==> config.mk <==
export PLATFORM = sky130hd
export DESIGN_NAME = div_unit
export DESIGN_NICKNAME = d
export VERILOG_FILES = /design/src/rtl/div_unit.sv
export SDC_FILE = /design/constraint.sdc
export NUM_CORES = 1
export LEC_CHECK = 0
export CORE_MARGIN = 4
export CORE_UTILIZATION = 35
export CTS_BUF_LIST = sky130_fd_sc_hd__clkbuf_2 sky130_fd_sc_hd__clkbuf_4 sky130_fd_sc_hd__clkbuf_8
export CTS_CLUSTER_DIAMETER = 120
export DETAILED_ROUTE_END_ITERATION = 8
export HOLD_SLACK_MARGIN = 0.08
export PLACE_DENSITY = 0.56
export SYNTH_ARGS = -nofsm -noshare
export SYNTH_HDL_FRONTEND = slang
export SYNTH_SLANG_ARGS = --single-unit
==> constraint.sdc <==
create_clock -name clk -period 15.6 [get_ports clk]
set_input_delay 4.68 -clock clk [delete_from_list [all_inputs] [get_ports clk]]
set_output_delay 4.68 -clock clk [all_outputs]
set_load 0.005 [all_outputs]
==> src/rtl/div_unit.sv <==
// Iterative 32-bit radix-2 restoring divider (div/divu) with an IDLE/BUSY/DONE FSM.
// Optional macro DIV_ZERO_FAST_EN: a zero divisor bypasses the iterations and completes in one cycle.
module div_unit (
    input  logic        clk,
    input  logic        rst,
    input  logic        start_i,
    input  logic        signed_i,
    input  logic [31:0] a_i,
    input  logic [31:0] b_i,
    input  logic        annul_i,
    output logic        stall_o,
    output logic        valid_o,
    output logic [31:0] hi_o,
    output logic [31:0] lo_o
);

    typedef enum logic [1:0] {
        S_IDLE = 2'd0,
        S_BUSY = 2'd1,
        S_DONE = 2'd2
    } state_t;

    state_t      r_state;
    logic [5:0]  r_cnt;
    logic [31:0] r_divisor;
    logic [31:0] r_rem;
    logic [31:0] r_quot;
    logic [31:0] r_hi;
    logic [31:0] r_lo;
    logic        r_q_neg;
    logic        r_r_neg;

    logic        w_accept;
    logic        w_zero_fast;
    logic [31:0] w_a_abs;
    logic [31:0] w_b_abs;
    logic [32:0] w_shift;
    logic [32:0] w_diff;
    logic        w_ge;
    logic [31:0] w_rem_next;
    logic [31:0] w_quot_next;
    logic [31:0] w_lo_fin;
    logic [31:0] w_hi_fin;

    assign w_accept = (r_state == S_IDLE) && start_i && !annul_i;

`ifdef DIV_ZERO_FAST_EN
    assign w_zero_fast = (b_i == 32'd0);
`else
    assign w_zero_fast = 1'b0;
`endif

    // Magnitudes; unsigned operands pass through untouched.
    assign w_a_abs = (signed_i && a_i[31]) ? (32'd0 - a_i) : a_i;
    assign w_b_abs = (signed_i && b_i[31]) ? (32'd0 - b_i) : b_i;

    // The shifted remainder is always below twice the divisor, so bit 32 of the
    // 33-bit difference is set exactly when the trial subtraction went negative.
    assign w_shift     = {r_rem, r_quot[31]};
    assign w_diff      = w_shift - {1'b0, r_divisor};
    assign w_ge        = ~w_diff[32];
    assign w_rem_next  = w_ge ? w_diff[31:0] : w_shift[31:0];
    assign w_quot_next = {r_quot[30:0], w_ge};
    assign w_lo_fin    = r_q_neg ? (32'd0 - w_quot_next) : w_quot_next;
    assign w_hi_fin    = r_r_neg ? (32'd0 - w_rem_next) : w_rem_next;

    assign stall_o = !rst && (w_accept || ((r_state == S_BUSY) && !annul_i));
    assign valid_o = !rst && (r_state == S_DONE) && !annul_i;
    assign hi_o    = r_hi;
    assign lo_o    = r_lo;

    // FSM, iteration datapath and result registers.
    always_ff @(posedge clk) begin
        if (rst) begin
            r_state   <= S_IDLE;
            r_cnt     <= 6'd0;
            r_divisor <= 32'd0;
            r_rem     <= 32'd0;
            r_quot    <= 32'd0;
            r_hi      <= 32'd0;
            r_lo      <= 32'd0;
            r_q_neg   <= 1'b0;
            r_r_neg   <= 1'b0;
        end else begin
            case (r_state)
                S_IDLE: begin
                    if (w_accept && w_zero_fast) begin
                        r_lo    <= 32'hFFFF_FFFF;
                        r_hi    <= a_i;
                        r_state <= S_DONE;
                    end else if (w_accept) begin
                        r_divisor <= w_b_abs;
                        r_quot    <= w_a_abs;
                        r_rem     <= 32'd0;
                        r_cnt     <= 6'd0;
                        r_q_neg   <= (a_i[31] ^ b_i[31]) & signed_i;
                        r_r_neg   <= a_i[31] & signed_i;
                        r_state   <= S_BUSY;
                    end else begin
                        r_state <= S_IDLE;
                    end
                end
                S_BUSY: begin
                    if (annul_i) begin
                        r_state <= S_IDLE;
                    end else begin
                        r_rem  <= w_rem_next;
                        r_quot <= w_quot_next;
                        r_cnt  <= r_cnt + 6'd1;
                        if (r_cnt == 6'd31) begin
                            r_lo    <= w_lo_fin;
                            r_hi    <= w_hi_fin;
                            r_state <= S_DONE;
                        end else begin
                            r_state <= S_BUSY;
                        end
                    end
                end
                S_DONE: begin
                    r_state <= S_IDLE;
                end
                default: begin
                    r_state <= S_IDLE;
                end
            endcase
        end
    end

endmodule
==> results of run 1 <==
-- through the flow --
stage / hold slack [ns] / utilization (%)
finish: 0.457 / 42.0
global route: 0.472 / 42.0
CTS: 0.457 / 42.0
detailed placement: 0.444 / 40.8
global placement: 0.441 / 40.8
floorplan: 0.432 / -
-- final timing paths --
kind	endpoint	slack, ns	depth (start not counted)
setup reg to reg	hi_o[30]	9.75	21
hold reg to reg	hi_o[7]	0.46	2
hold / removal	hi_o[7]	0.46	2
setup / recovery	stall_o	3.31	7
-- cell families (layout without fill, tap and decap cells) --
kind of cell	count (synthesis)	after routing	share of synthesized area [%]
fa+ha+maj	38	38	4.11
simple gates	582	582	23.5
flops	170	170	28.9
compound gates	497	497	28.4
xor+xnor	111	111	8.27
mux	21	21	1.85
buf+inv	145	233	4.91
-- final cells by class --
class | instances | area (um2)
clock buffer | 18 | 248
inverter | 52 | 195
fill | 3438 | 19100
multi-input combinational | 1249 | 7800
timing repair buffer | 149 | 1450
sequential | 170 | 3400
clock inverter | 14 | 156
tap | 442 | 553
-- worst max-delay path: stages --
cell and delay [ns]:
sky130_fd_sc_hd__clkdlybuf4s50_1 0.49, sky130_fd_sc_hd__nor4b_2 0.23, sky130_fd_sc_hd__buf_4 0.56, sky130_fd_sc_hd__nor2_4 0.06, sky130_fd_sc_hd__buf_4 0.39, sky130_fd_sc_hd__nor2_1 0.57, sky130_fd_sc_hd__clkdlybuf4s50_1 0.61
-- layout by cell type, fill, tap and decap left out, types with 12 or more instances in the layout --
| master | count |
|---|---|
| sky130_fd_sc_hd__nand3_1 | 16 |
| sky130_fd_sc_hd__o41ai_1 | 12 |
| sky130_fd_sc_hd__a21o_1 | 12 |
| sky130_fd_sc_hd__xor2_1 | 65 |
| sky130_fd_sc_hd__o21a_1 | 12 |
| sky130_fd_sc_hd__nand2b_1 | 15 |
| sky130_fd_sc_hd__ha_1 | 37 |
| sky130_fd_sc_hd__nand4_1 | 13 |
| sky130_fd_sc_hd__nor4_1 | 18 |
| sky130_fd_sc_hd__mux2i_1 | 15 |
| sky130_fd_sc_hd__inv_1 | 51 |
| sky130_fd_sc_hd__a311oi_1 | 14 |
| sky130_fd_sc_hd__a21oi_1 | 122 |
| sky130_fd_sc_hd__nor3_1 | 35 |
| sky130_fd_sc_hd__nand2_1 | 138 |
| sky130_fd_sc_hd__nor2b_1 | 14 |
| sky130_fd_sc_hd__nor2_1 | 222 |
| sky130_fd_sc_hd__or3_1 | 30 |
| sky130_fd_sc_hd__a22oi_1 | 22 |
| sky130_fd_sc_hd__or4_1 | 14 |
| sky130_fd_sc_hd__a31oi_1 | 17 |
| sky130_fd_sc_hd__o31ai_1 | 16 |
| sky130_fd_sc_hd__buf_4 | 16 |
| sky130_fd_sc_hd__and2_1 | 14 |
| sky130_fd_sc_hd__o21ai_0 | 97 |
| sky130_fd_sc_hd__clkdlybuf4s50_1 | 133 |
| sky130_fd_sc_hd__xnor2_1 | 46 |
| sky130_fd_sc_hd__clkbuf_8 | 18 |
| sky130_fd_sc_hd__dfxtp_1 | 170 |
| sky130_fd_sc_hd__a211oi_1 | 87 |
-- registers in the layout, summed over array words and instances (netlist names) --
| name | cells |
|---|---|
| hi_o | 32 |
| lo_o | 32 |
| r_cnt | 6 |
| r_divisor | 32 |
| r_q_neg | 1 |
| r_quot | 32 |
| r_r_neg | 1 |
| r_rem | 32 |
| r_state | 2 |
-- report_power, final --
part           internal, mW  switching (mW)
sequential            0.447          0.0157
combinational        0.0970           0.157
clock                 0.125           0.197
-- per-layer routing --
metal / wire length, um / part of all wire [%]
met5: 0 / 0
met4: 610 / 1.6
met3: 1490 / 3.9
met2: 17300 / 45
met1: 19000 / 50
==> load_flow_metrics.sql, run 1 <==
INSERT INTO impl_metrics (metric_group, metric, value, unit) VALUES
('logic_synthesis', 'post_synth.cell_area_avg', '7.52', 'um2'),
('placed_design', 'routabilityCongestion', '0.889', ''),
('timing', 'maxSlewHeadroom', '31.6', '%'),
('final_layout', 'fin_cells', '2094', ''),
('logic_synthesis', 'ys_ff_latch', '170', ''),
('worst_setup_path', 'critPathArrivalTime', '7.61', 'ns'),
('route', 'num_vias', '11500', ''),
('placed_design', 'post-place-ws', '3.28', 'ns'),
('clock_network', 'holdBufCountCts', '0', ''),
('route', 'drt_pre_antenna_iters', '7', ''),
('floorplan', 'die_height', '191', 'um'),
('global_routing', 'antenna_found_initial', '1', ''),
('timing', 'count_of_endpoints_failing_setup_in_the_final_report', '0', ''),
('power', 'cellPowerDensity', '75.2', 'mW/mm2'),
('worst_setup_path', 'worstSetupEndpointType', 'output port', ''),
('clock_network', 'clk_transition_reported_paths', '0.10', 'ns'),
('placed_design', 'placedInstanceArea', '0.0134', 'mm2'),
('timing', 'timing_hold_violations_final', '0', ''),
('timing', 'fin_tns_setup', '0', 'ns'),
('global_routing', 'grt_start_max_net_pins', '81', ''),
('global_routing', 'grt.overflow.total', '0', ''),
('final_layout', 'final_net_count', '1746', ''),
('clock_network', 'post-cts-setup-buffers', '0', ''),
('clock_network', 'clock_insertion_delay_worst_skew', '0.49', 'ns'),
('logic_synthesis', 'yosysWarnings', '0', ''),
('placed_design', 'numPlacedInstances', '2062', ''),
('power', 'finalPower', '1.04', 'mW'),
('global_routing', 'total_routing_resource_utilization_after_global_routing', '20.6', '%'),
('global_routing', 'grt_first_pass_wirelength', '60200', 'um'),
('timing', 'clock.fmax', '81.4', 'MHz'),
('run_status', 'outcome', 'finished clean', ''),
('logic_synthesis', 'number_of_flops_mapped_to_enable_cells_by_yosys', '0', ''),
('logic_synthesis', 'syn-num-nets', '1671', ''),
('global_routing', 'first_global_vias', '10700', ''),
('final_layout', 'layout_cells_sized_above_1', '5.45', '%'),
('placed_design', 'placement.io_buffers', '134', ''),
('clock_network', 'postCtsResizedCells', '0', ''),
('worst_setup_path', 'critical_path_startpoint_category', 'primary input', ''),
('clock_network', 'clkSinkCount', '170', ''),
('global_routing', 'met2_usage', '32.6', '%'),
('logic_synthesis', 'synthesis.area', '0.0118', 'mm2'),
('logic_synthesis', 'yosys.area.top_type_share', '28.9', '%'),
('floorplan', 'i_o_pins', '135', ''),
('floorplan', 'floorplan.die.width', '191', 'um'),
('timing', 'finalCriticalPeriod', '12.29', 'ns'),
('floorplan', 'initial_utilization', '35.8', '%'),
('worst_setup_path', 'cp_data_required_time', '10.92', 'ns'),
('clock_network', 'htreeDepth', '4', ''),
('floorplan', 'core', '0.0329', 'mm2'),
('power', 'vdd_ir_drop_max', '0.0513', 'mV'),
('global_routing', 'top_usage_layer', 'met2', ''),
('worst_setup_path', 'worst_r2r_startpoint', 'r_quot[31]', ''),
('global_routing', 'groute.layer.met1.usage', '29.9', '%'),
('logic_synthesis', 'postSynth.asyncResetShare', '0', '%'),
('logic_synthesis', 'synth.distinct_cells', '79', ''),
('logic_synthesis', 'synth_common_cells', '224 x sky130_fd_sc_hd__nor2_1, 170 x sky130_fd_sc_hd__dfxtp_1, 138 x sky130_fd_sc_hd__nand2_1', ''),
('route', 'drcViolationCount', '0', ''),
('placed_design', 'dp_hpwl', '29500', 'um'),
('worst_setup_path', 'worstPathMaxFanout', '79', ''),
('floorplan', 'rows', '66', ''),
('route', 'wirelength', '38400', 'um'),
('worst_setup_path', 'path_class', 'primary input to output port', ''),
('timing', 'finalMaxSlewViolations', '0', ''),
('logic_synthesis', 'ys_top_cells_by_area', 'sky130_fd_sc_hd__dfxtp_1 29%, sky130_fd_sc_hd__nor2_1 7.2%, sky130_fd_sc_hd__a211oi_1 5.6%', ''),
('worst_setup_path', 'startpoint', 'annul_i', ''),
('clock_network', 'cts-root-buf', 'sky130_fd_sc_hd__clkbuf_8', ''),
('logic_synthesis', 'synth_area_leader_cell', 'sky130_fd_sc_hd__dfxtp_1', ''),
('clock_network', 'numCtsBuffers', '17', ''),
('route', 'final_antenna_net_count', '0', ''),
('timing', 'timing_worst_slew_pin_value', '1.02', 'ns'),
('final_layout', 'syn2layout_area_growth', '17.4', '%');
Power figures use the tool's default switching activity.
==> run 2: changes to the inputs <==
Settings changed: PLACE_DENSITY 0.56 to 0.58.
Clock period 15.6 ns to 10 ns, I/O delays scaled along.
==> run 2 against run 1 <==
Effect of this change: global-route usage rose by 0.13 points; cell count barely moved; clock power rose by 60%; via count rose by 0.87%; clock-buffer cell count fell by 1; worst hold slack got worse by 0.0016 ns; sequential power rose by 56%; sequential cell count did not move; critical endpoint unchanged; largest cell class unchanged; largest power group unchanged.
==> load_flow_metrics.sql, run 2 (same netlist as run 1, synthesis figures left out) <==
INSERT INTO impl_metrics (metric_group, metric, value, unit) VALUES
('final_layout', 'most-common-layout-cells', '222 x sky130_fd_sc_hd__nor2_1, 170 x sky130_fd_sc_hd__dfxtp_1, 138 x sky130_fd_sc_hd__nand2_1', ''),
('power', 'static-leakage-power', '4.96', 'nW'),
('worst_setup_path', 'worstSetupEndpointType', 'output port', ''),
('clock_network', 'holdBufCountCts', '0', ''),
('global_routing', 'first_global_vias', '10800', ''),
('job', 'number_of_maximum_capacitance_violations', '0', ''),
('power', 'cellPowerDensity', '118', 'mW/mm2'),
('final_layout', 'layout_cells_sized_above_1', '5.39', '%'),
('clock_network', 'clk_transition_reported_paths', '0.09', 'ns'),
('placed_design', 'post-place-ws', '2.22', 'ns'),
('global_routing', 'grt_start_max_net_pins', '99', ''),
('route', 'final_antenna_net_count', '0', ''),
('clock_network', 'clock_insertion_delay_worst_skew', '0.49', 'ns'),
('final_layout', 'most_common_library_cell_in_the_layout_ignoring_fill_and_taps', 'sky130_fd_sc_hd__nor2_1', ''),
('power', 'finalPower', '1.63', 'mW'),
('final_layout', 'count_of_inserted_antenna_diode_cells', '0', ''),
('route', 'initial_drc_count', '873', ''),
('timing', 'finalMaxSlewViolations', '0', ''),
('placed_design', 'routabilityCongestion', '0.922', ''),
('route', 'avgViaCountPerCell', '5.56', ''),
('route', 'wirelength', '38500', 'um'),
('floorplan', 'floorplan.die.width', '191', 'um'),
('clock_network', 'numCtsBuffers', '17', ''),
('final_layout', 'seqCellArea', '0.00340', 'mm2'),
('floorplan', 'initial_utilization', '35.8', '%'),
('clock_network', 'clkSinkCount', '170', ''),
('route', 'dr_wl_met2', '17300', 'um'),
('final_layout', 'multi_input_area', '0.00780', 'mm2'),
('route', 'num_vias', '11600', ''),
('worst_setup_path', 'critical_path_startpoint_category', 'primary input', ''),
('global_routing', 'antenna_found_initial', '0', ''),
('timing', 'finalCriticalPeriod', '7.77', 'ns'),
('clock_network', 'postCtsResizedCells', '0', ''),
('timing', 'maxSlewHeadroom', '27.5', '%'),
('timing', 'period_share', '77.7', '%'),
('final_layout', 'final_net_count', '1745', ''),
('floorplan', 'die_area', '0.0366', 'mm2'),
('floorplan', 'rows', '66', ''),
('run_status', 'outcome', 'finished clean', ''),
('timing', 'final.setup_skew', '0.0286', 'ns'),
('route', 'drt_pre_antenna_iters', '7', ''),
('min_path', 'worstHoldPathType', 'register to register', ''),
('worst_setup_path', 'path_class', 'primary input to output port', ''),
('placed_design', 'placement.io_buffers', '134', ''),
('worst_setup_path', 'cp_data_required_time', '7.00', 'ns'),
('floorplan', 'i_o_pins', '135', ''),
('final_layout', 'syn2layout_area_growth', '17.5', '%'),
('clock_network', 'post-cts-setup-buffers', '0', ''),
('worst_setup_path', 'critPathArrivalTime', '4.77', 'ns'),
('route', 'highest-signal-layer', 'met4', ''),
('final_layout', 'fillers', '3445', ''),
('clock_network', 'tritoncts', 'yes', ''),
('clock_network', 'htreeDepth', '4', ''),
('route', 'detailroute.wirelength.met3', '1790', 'um'),
('timing', 'count_of_endpoints_failing_setup_in_the_final_report', '0', ''),
('placed_design', 'dp_hpwl', '29600', 'um'),
('timing', 'fin_tns_setup', '0', 'ns'),
('worst_setup_path', 'worstPathMaxFanout', '23', ''),
('global_routing', 'grt.overflow.total', '0', ''),
('global_routing', 'grt_first_pass_wirelength', '60400', 'um'),
('clock_network', 'cts-root-buf', 'sky130_fd_sc_hd__clkbuf_8', ''),
('timing', 'grt_setup_unrepaired', 'no', ''),
('floorplan', 'core', '0.0329', 'mm2'),
('route', 'drcViolationCount', '0', ''),
('route', 'detail_route.wirelength.met1', '18700', 'um'),
('timing', 'timing_worst_slew_pin_value', '1.09', 'ns'),
('power', 'vdd_ir_drop_max', '0.0750', 'mV'),
('timing', 'timing_hold_violations_final', '0', ''),
('timing', 'setup_slack', '2.23', 'ns'),
('clock_network', 'max-clock-path-buffers', '2', ''),
('global_routing', 'total_routing_resource_utilization_after_global_routing', '20.8', '%'),
('timing', 'clock.fmax', '129', 'MHz'),
('floorplan', 'die_height', '191', 'um'),
('route', 'detail_route.wl_per_cell', '18.4', 'um');
-- run 2: cell types whose count changed in the layout (fill, tap and decap cells not counted), sizes merged --
cell / previous run / this run
buf: 16 / 15
clkinvlp: 0 / 1
clkbuf: 18 / 17
clkinv: 9 / 8
bufinv: 0 / 1
-- run 2: where the power goes --
part / switching (mW) / total, mW / internal (mW)
logic: 0.245 / 0.397 / 0.152
registers: 0.0234 / 0.720 / 0.697
clock network: 0.303 / 0.515 / 0.211
-- run 2: stage by stage --
| stage | instances | hold WS (ns) | cell area, um2 | utilization (%) |
|---|---|---|---|---|
| after global routing | 2093 | 0.487 | 13800 | 42.0 |
| after detailed placement | 2061 | 0.445 | 13400 | 40.8 |
| final | 2093 | 0.455 | 13800 | 42.0 |
| after floorplan | 1564 | 0.432 | 11800 | - |
| after CTS | 2093 | 0.456 | 13800 | 42.0 |
| after global placement | 2061 | 0.443 | 13400 | 40.8 |
-- run 2: worst paths after layout --
kind	cells after the start	slack [ns]	to	start
max	7	2.23	stall_o	annul_i
min reg2reg	2	0.46	hi_o[3]	hi_o[3]
min	2	0.46	hi_o[3]	hi_o[3]
max reg2reg	21	4.15	hi_o[30]	r_quot[31]
-- run 2: critical path: stages --
cell and delay [ns]:
sky130_fd_sc_hd__clkdlybuf4s50_1 0.47, sky130_fd_sc_hd__nor2_1 0.14, sky130_fd_sc_hd__buf_4 0.33, sky130_fd_sc_hd__nor2_4 0.05, sky130_fd_sc_hd__nor2_1 0.09, sky130_fd_sc_hd__buf_4 0.17, sky130_fd_sc_hd__clkdlybuf4s50_1 0.52
-- run 2: cell type report --
class                      count  area share (%)
clock inverter                15            1.30
clock buffer                  17            1.69
sequential                   170            24.6
multi-input combinational   1249            56.5
inverter                      52            1.41
tap                          442            4.01
timing repair buffer         148            10.5
-- run 2: per-layer routing --
| layer | vias up | global-route usage, % |
|---|---|---|
| met1 | 5459 | 29.4 |
| met4 | 0 | 5.86 |
| met2 | 286 | 33.0 |
| li1 | 5850 | - |
| met5 | - | 0 |
| met3 | 40 | 3.03 |
